**src/rtl/cond_flag_unit_pkg.sv**
```systemverilog
// cond_flag_unit_pkg: shared definitions for the condition/flag unit.
//   - ARM condition-field encodings (COND_EQ .. COND_NV)
//   - bit positions of N, Z, C, V inside the flag nibble
//   - nzcv_t, the 4-bit {N,Z,C,V} flag type
package cond_flag_unit_pkg;

  typedef logic [3:0] nzcv_t;

  localparam int unsigned FLAG_N = 3;
  localparam int unsigned FLAG_Z = 2;
  localparam int unsigned FLAG_C = 1;
  localparam int unsigned FLAG_V = 0;

  localparam logic [3:0] COND_EQ = 4'h0;
  localparam logic [3:0] COND_NE = 4'h1;
  localparam logic [3:0] COND_CS = 4'h2;
  localparam logic [3:0] COND_CC = 4'h3;
  localparam logic [3:0] COND_MI = 4'h4;
  localparam logic [3:0] COND_PL = 4'h5;
  localparam logic [3:0] COND_VS = 4'h6;
  localparam logic [3:0] COND_VC = 4'h7;
  localparam logic [3:0] COND_HI = 4'h8;
  localparam logic [3:0] COND_LS = 4'h9;
  localparam logic [3:0] COND_GE = 4'hA;
  localparam logic [3:0] COND_LT = 4'hB;
  localparam logic [3:0] COND_GT = 4'hC;
  localparam logic [3:0] COND_LE = 4'hD;
  localparam logic [3:0] COND_AL = 4'hE;
  localparam logic [3:0] COND_NV = 4'hF;

endpackage

```
**src/rtl/cond_flag_unit_cond_eval.sv**
```systemverilog
// cond_eval: combinational ARM condition-field evaluator.
// Ports:
//   cond  in  4  instruction condition field
//   flags in  4  {N,Z,C,V}
//   pass  out 1  condition holds for these flags
module cond_eval
  import cond_flag_unit_pkg::*;
(
  input  logic [3:0] cond,
  input  nzcv_t      flags,
  output logic       pass
);

  logic n, z, c, v;

  assign n = flags[FLAG_N];
  assign z = flags[FLAG_Z];
  assign c = flags[FLAG_C];
  assign v = flags[FLAG_V];

  always_comb begin
    pass = 1'b0;
    case (cond)
      COND_EQ: pass = z;
      COND_NE: pass = ~z;
      COND_CS: pass = c;
      COND_CC: pass = ~c;
      COND_MI: pass = n;
      COND_PL: pass = ~n;
      COND_VS: pass = v;
      COND_VC: pass = ~v;
      COND_HI: pass = c & ~z;
      COND_LS: pass = ~c | z;
      COND_GE: pass = (n == v);
      COND_LT: pass = (n != v);
      COND_GT: pass = ~z & (n == v);
      COND_LE: pass = z | (n != v);
      COND_AL: pass = 1'b1;
      // 1111 is unpredictable; treat it as "never".
      COND_NV: pass = 1'b0;
      default: pass = 1'b0;
    endcase
  end

endmodule

```
**src/rtl/cond_flag_unit.sv**
```systemverilog
// cond_flag_unit: architectural NZCV register, per-instruction condition latch
// and write-strobe gating for the multicycle ARM datapath.
// Optional feature macro: COND_FLAG_SAVE_EN (adds SaveFlags/RestoreFlags and a
// shadow flag register).
// Ports:
//   clk          in   1  clock, rising edge
//   reset        in   1  asynchronous active-low reset
//   Cond         in   4  Instr[31:28]
//   ALUFlags     in   4  {N,Z,C,V} from the ALU
//   FlagW        in   2  [1] writes N,Z; [0] writes C,V
//   CondLatch    in   1  Decode strobe, captures the condition result
//   PCS          in   1  instruction writes the PC
//   NextPC       in   1  fetch-increment PC write
//   RegW, MemW   in   1  raw write requests
//   SaveFlags    in   1  (COND_FLAG_SAVE_EN) shadow <- Flags
//   RestoreFlags in   1  (COND_FLAG_SAVE_EN) Flags <- shadow
//   PCWrite, RegWrite, MemWrite  out 1  gated write enables
//   CondEx       out  1  latched condition pass
//   Flags        out  4  architectural NZCV
module cond_flag_unit
  import cond_flag_unit_pkg::*;
#(
  parameter logic [3:0] RESET_FLAGS = 4'b0000
) (
  input  logic       clk,
  input  logic       reset,
  input  logic [3:0] Cond,
  input  logic [3:0] ALUFlags,
  input  logic [1:0] FlagW,
  input  logic       CondLatch,
  input  logic       PCS,
  input  logic       NextPC,
  input  logic       RegW,
  input  logic       MemW,
`ifdef COND_FLAG_SAVE_EN
  input  logic       SaveFlags,
  input  logic       RestoreFlags,
`endif
  output logic       PCWrite,
  output logic       RegWrite,
  output logic       MemWrite,
  output logic       CondEx,
  output logic [3:0] Flags
);

  nzcv_t flags_q, flags_d;
  logic  cond_ex_q, cond_ex_d;
  logic  cond_pass;

  // Evaluated against the registered flags, so a same-edge flag write is not seen.
  cond_eval u_cond_eval (
    .cond  (Cond),
    .flags (flags_q),
    .pass  (cond_pass)
  );

`ifdef COND_FLAG_SAVE_EN
  nzcv_t shadow_q, shadow_d;

  always_comb begin
    shadow_d = shadow_q;
    if (SaveFlags) begin
      shadow_d = flags_q;
    end
  end

  always_ff @(posedge clk or negedge reset) begin
    if (!reset) begin
      shadow_q <= RESET_FLAGS;
    end else begin
      shadow_q <= shadow_d;
    end
  end
`endif

  always_comb begin
    flags_d = flags_q;
    if (cond_ex_q && FlagW[1]) begin
      flags_d[FLAG_N] = ALUFlags[FLAG_N];
      flags_d[FLAG_Z] = ALUFlags[FLAG_Z];
    end
    if (cond_ex_q && FlagW[0]) begin
      flags_d[FLAG_C] = ALUFlags[FLAG_C];
      flags_d[FLAG_V] = ALUFlags[FLAG_V];
    end
`ifdef COND_FLAG_SAVE_EN
    // Restore is ungated and overrides any ALU flag write on the same edge.
    if (RestoreFlags) begin
      flags_d = shadow_q;
    end
`endif
  end

  always_comb begin
    cond_ex_d = cond_ex_q;
    if (CondLatch) begin
      cond_ex_d = cond_pass;
    end
  end

  always_ff @(posedge clk or negedge reset) begin
    if (!reset) begin
      flags_q   <= RESET_FLAGS;
      cond_ex_q <= 1'b0;
    end else begin
      flags_q   <= flags_d;
      cond_ex_q <= cond_ex_d;
    end
  end

  // NextPC is ungated so fetch proceeds straight out of reset.
  assign PCWrite  = NextPC | (PCS & cond_ex_q);
  assign RegWrite = RegW & cond_ex_q;
  assign MemWrite = MemW & cond_ex_q;
  assign CondEx   = cond_ex_q;
  assign Flags    = flags_q;

endmodule

```
**config.mk**
```make
export PLATFORM = sky130hd
export DESIGN_NAME = cond_flag_unit
export DESIGN_NICKNAME = d
export VERILOG_FILES = /design/src/rtl/cond_flag_unit_pkg.sv /design/src/rtl/cond_flag_unit_cond_eval.sv /design/src/rtl/cond_flag_unit.sv
export SDC_FILE = /design/constraint.sdc
export NUM_CORES = 1
export LEC_CHECK = 0
export ABC_AREA = 0
export ABC_CLOCK_PERIOD_IN_PS = 1500
export CAP_MARGIN = 20
export CORE_AREA = 2 2 39 41
export DETAILED_ROUTE_END_ITERATION = 12
export DIE_AREA = 0 0 41 43
export PLACE_DENSITY_LB_ADDON = 0.15
export RECOVER_POWER = 25
export SETUP_SLACK_MARGIN = 0.1
export SLEW_MARGIN = 5
export SYNTH_ARGS = -nofsm -noshare
export SYNTH_HDL_FRONTEND = slang
export SYNTH_SLANG_ARGS = --single-unit
```
**constraint.sdc**
```tcl
create_clock -name clk -period 1.5 [get_ports clk]
set_input_delay 0.3 -clock clk [delete_from_list [all_inputs] [get_ports clk]]
set_output_delay 0.3 -clock clk [all_outputs]
set_load 0.01 [all_outputs]
```
==> metrics.txt, run 1 <==
status=finished, final reports clean; Simple-Gate Fraction of Synth Area=20.5%; CP max FO=1; first-pass GRT wire length=~1300 um; Finished Layout Cells=79; Post-Synthesis Cell Area=roughly 320 um2; Vias=between 300 and 400; R2R depth=4; Ports=25; FILL cells=roughly 140; Die ar.=approximately 0.0018 mm2; final setup fails=0; Synth Area per Inst=between 10 and 15 um2; most frequent cells in the layout=clkdlybuf4s50_1, dlygate4sd2_1, dfrtp_1, nand2_1, mux2_2; Antenna diodes=0; Initial Utilization=23.3%; Core Util, Final=between 40 and 50%; clock share of power=approximately 18%; fraction of synthesized cell area in xor and xnor cells=under 10%; drt first pass iters=2; period utilisation layout=a little under nine tenths; Final Max Tran Viols=0; most common cell after layout, fill and taps aside=clkdlybuf4s50_1; fin worst setup slack=around 0.22 ns; WP data arrival=0.98 ns; Hold Fails Final Rpt=0; yosys warns=0; VDD IR max=approximately 0.00072 V; largest family of logic cells by synthesized area=simple AND/OR/NAND/NOR gates; Synth Area in Adders=0%; HP Class=in2async; syn nets=a little under 50; # Max-Cap Violations=0; CTS Root Cell=clkbuf_4; Worst Skew=0.000468 ns; die height=around 43 um; Multi-input gate area=200 um2; RSZ-0062 raised after global routing=no; reg2reg end=CondEx; number of clock buffers inserted by TritonCTS=3; Routed WL=about 830 um; Iter 0 DRT Violations=7; Synth Area in Compound Gates=16.7%; minimum clock period=1.28 ns; clock buffer depth=2; H-tree levels=1; P_int=~0.55 mW; Seq/Total Area, Yosys=about two fifths; worst path required time=~1.2 ns; Worst-Margin Slew=0.245 ns; CTS tree=yes; Register Area=~130 um2; Remaining DRCs=0; P per Cell Area=1370 mW/mm2; Core Rows=14; initial antenna violation count=0; Hold WS=around 0.35 ns; Routed Antenna Nets=0; Max Clock Freq=around 780 MHz; reg-to-reg startpoint=Flags[3]; gr ovfl total=0; Total Routing Usage GR=approximately 11%; synthesis-stage register bit count=5; post-route setup TNS=0 ns; multiplexer share of the synthesized area=20.2%; Worst setup EP type=output port; placed insts=between 70 and 80; TritonCTS Sinks=5; Gate power share=a little under 50%; Switching Fraction=a little over a third; distinct cell type count after synthesis=19; CTS clk-pin slew, worst paths=approximately 0.040 ns; R2R Setup Slk=about 0.27 ns; layout cells sized above 1=between 20 and 25%; largest net degree at the start of global routing=6; Critical Path Start Type=primary input; die width=between 40 and 50 um; leakage power=0.287 nW; later-pin clock latency in the skew report=~0.24 ns; Psw=between 0.2 and 0.3 mW; Critical Path End=PCWrite; CP Class=in2out; vias in the first global route=342; WL/cell=10.5 um; placed wire-length estimate=~690 um; GPL Wtd Cong=approximately 0.61; hold buffers post-CTS=0; Core Area=about 0.0014 mm2; Reg power frac=between 30% and 40%; Slew HR=between 80% and 90%; # port buffers=24; Place WS=-0.212 ns; post-synthesis cell count=32; Vias/cell=about 4.5; Layout area overhead=91.1%; crit path launch=PCS; fin nets=around 80
==> repair_timing <==
item	CTS	global route
resized for setup	13	5
setup endpoints to repair	9	4
setup buffers	0	0
pin swaps	0	0
==> critical path, stage by stage <==
cell             delay (ns)
clkdlybuf4s50_1        0.46
a21o_1                 0.10
clkbuf_2               0.12
==> cell families (layout without fill, tap and decap cells) <==
kind of cell    count (synthesis)  count (layout)
mux                             6               6
compound gates                  7               7
simple gates                   12              12
xor+xnor                        1               1
flops                           5               5
buf+inv                         1              32
==> cell type report <==
class	count	area share [%]
well taps	16	3.25
flip-flops and latches	5	20.3
multi-input cells	26	32.5
repair buffers	27	39.1
clock buffers	4	4.26
inverters	1	0.609
==> power by group through the flow <==
stage	combinational (mW)	clock [mW]	sequential (mW)
6_report	0.414	0.152	0.277
5_1_grt	0.452	0.168	0.290
4_1_cts	0.428	0.159	0.279
3_5_place_dp	0.481	0	0.280
3_3_place_gp	0.480	0	0.281
2_1_floorplan	0.192	0	0.299
==> through the flow <==
step	power [mW]	instance area, um2
after floorplan	0.491	323
after global placement	0.761	606
after detailed placement	0.761	606
after CTS	0.866	628
after global routing	0.909	617
final	0.843	617
==> sequential cells by signal (all words and copies together) (netlist names) <==
signal	count
CondEx	1
Flags	4
==> per-layer routing <==
metal  track usage (%)  wire [um]
met4              8.00         18
met2              14.7        374
met3              1.57         55
met1              15.7        380
met5                 0          0
==> synth_stat cells, drive strengths merged <==
master	number	area, um2
a311o	1	10.0
nand3	1	5.00
a21o	1	7.51
and2	2	12.5
nand2	4	15.0
and2b	1	7.51
or2b	1	7.51
a21boi	1	7.51
a22o	1	8.76
dfrtp	5	125
nor4b	1	8.76
mux2i	2	20.0
o211ai	1	7.51
nor2	1	3.75
inv	1	3.75
nor2b	1	6.26
a31oi	2	12.5
mux2	4	45.0
xnor2	1	8.76
==> worst min-delay path by stage <==
stage                     slack (ns)  startpoint  cells past startpoint       end
after floorplan                0.004       reset                      0    CondEx
after global placement          0.56       reset                      1  Flags[1]
after detailed placement        0.54       reset                      1  Flags[1]
after CTS                       0.28       reset                      1  Flags[1]
after global routing            0.36       reset                      1  Flags[1]
final                           0.35       reset                      1  Flags[0]
No activity file was read; power rests on OpenSTA's default activity.
==> run 2: changes to the inputs <==
Settings changed: ABC_CLOCK_PERIOD_IN_PS 1500 to 1350, SKIP_CTS_REPAIR_TIMING set to 1.
Clock period 1.5 ns to 1.35 ns, I/O delays scaled along.
==> run 2 against run 1 <==
Sequential power is 9.4% higher. Worst setup slack worse by 0.14 ns. First-iteration DRC count down 86%. Die area unchanged. Clock skew is essentially flat. Wire length increased by 15%. Power rose by 25%. Critical path type is now reg2reg. Largest cell class unchanged. Largest power group unchanged.
==> metrics.txt, run 2 (synthesis gave the netlist of run 1 again) <==
Hold WS=0.331 ns (was 0.353 ns); die width=41 um (unchanged); Routed WL=952 um (was 828 um); Max Clock Freq=between 700 and 800 MHz; CTS tree=yes (unchanged); Vias/cell=4.37 (was 4.47); # Max-Cap Violations=0 (unchanged); VDD IR max=0.000949 V (was 0.000723 V); Slew HR=83.2% (was 83.5%); Hold Fails Final Rpt=0 (unchanged); Ports=25 (unchanged); Initial Utilization=23.3% (unchanged); Core Area=0.00138 mm2 (unchanged); P per Cell Area=1560 mW/mm2 (was 1370 mW/mm2); WL/cell=11.6 um (was 10.5 um); post-route setup TNS=0 ns (unchanged); Total Routing Usage GR=11.2% (was 11.1%); Die ar.=0.00176 mm2 (unchanged); Worst-Margin Slew=0.250 ns (was 0.245 ns); number of clock buffers inserted by TritonCTS=3 (unchanged); fin nets=84 (was 81); CP Class=reg2reg (was in2out); die height=43 um (unchanged); Worst Skew=0.000436 ns (was 0.000468 ns); layout cells sized above 1=24.2% (was 22.2%); CTS Root Cell=clkbuf_4 (unchanged); CTS clk-pin slew, worst paths=0.04 ns (about the same); CP max FO=3 (was 1); Vias=358 (was 353); drt first pass iters=2 (unchanged); leakage power=0.365 nW (was 0.287 nW); max FFs per register=4 (unchanged); status=finished, final reports clean (unchanged); Final Max Tran Viols=0 (unchanged); Critical Path Start Type=register (was primary input); most common cell after layout, fill and taps aside=clkdlybuf4s50_1 (unchanged); initial antenna violation count=0 (unchanged); H-tree levels=1 (unchanged); period utilisation layout=about 94%; later-pin clock latency in the skew report=0.23 ns (was 0.24 ns); # port buffers=24 (unchanged); most frequent cells in the layout=clkdlybuf4s50_1, dlymetal6s2s_1, buf_4, dfrtp_1 (was clkdlybuf4s50_1, dlygate4sd2_1, dfrtp_1, nand2_1, mux2_2); Worst setup EP type=register (was output port); final setup fails=0 (unchanged); Final Power=1.05 mW (was 0.843 mW); worst path required time=1.50 ns (was 1.20 ns); GPL Wtd Cong=0.622 (was 0.608); Layout area overhead=109% (was 91.1%); HP Class=in2async (unchanged); Remaining DRCs=0 (unchanged); Routed Antenna Nets=0 (unchanged); RSZ-0062 raised after global routing=yes (was no); gr ovfl total=0 (unchanged); Iter 0 DRT Violations=1 (was 7); WP data arrival=1.42 ns (was 0.98 ns); largest net degree at the start of global routing=6 (unchanged); Core Rows=14 (unchanged); vias in the first global route=346 (was 342); clock buffer depth=2 (unchanged); minimum clock period=roughly 1.3 ns; Antenna diodes=0 (unchanged); TritonCTS Sinks=5 (unchanged); first-pass GRT wire length=1350 um (was 1330 um)
## run 2: cell types whose count changed in the layout (fill, tap and decap cells not counted), sizes merged
cell,delta
dlygate4sd2,-7
buf,+3
clkbuf,-1
dlymetal6s2s,+8
## run 2: layout make-up
type / instances / area, um2
Inverter: 1 / 3.75
Tap cell: 16 / 20.0
Multi-Input combinational cell: 26 / 200
Timing Repair Buffer: 30 / 298
Clock buffer: 4 / 26.3
Sequential cell: 5 / 125
Fill cell: 135 / 711
## run 2: path summary, 6_finish.rpt
| kind | to | startpoint | slack [ns] | cells past startpoint |
|---|---|---|---|---|
| worst max-delay path | CondEx | Flags[2] | 0.08 | 5 |
| worst min-delay path | Flags[2] | reset | 0.33 | 1 |
| worst max register to register | CondEx | Flags[2] | 0.08 | 5 |
| worst min register to register | Flags[0] | Flags[0] | 0.59 | 1 |
| max in group asynchronous | CondEx | reset | 0.82 | 1 |
| min in group clk | CondEx | Cond[1] | 0.52 | 4 |
## run 2: metrics by stage
stage	cell area, um2	setup WS, ns	util [%]	std cells
after global placement	606	-0.325	43.8	75
final	673	0.0820	48.6	82
after detailed placement	606	-0.340	43.8	75
after floorplan	323	0.151	-	32
after global routing	673	0.0191	48.6	82
after CTS	632	-0.288	45.7	79
## run 2: power by group
group	switching (mW)	internal (mW)
Clock	0.0557	0.111
Combinational	0.218	0.363
Sequential	0.0788	0.224
## run 2: critical path, cell delays in order (launching register included)
cell and delay [ns]:
dfrtp_1 0.36, buf_4 0.13, mux2i_1 0.07, a22o_1 0.23
a311o_1 0.31, o211ai_1 0.08
## run 2: layer usage
metal	wire length, um	global-route usage, %	part of all wire [%]	vias to the layer above
met5	0	0	0	-
met4	0	8.00	0	0
met3	57	1.57	6.0	0
met2	503	14.4	53	12
met1	391	16.3	41	161
li1	-	-	-	185
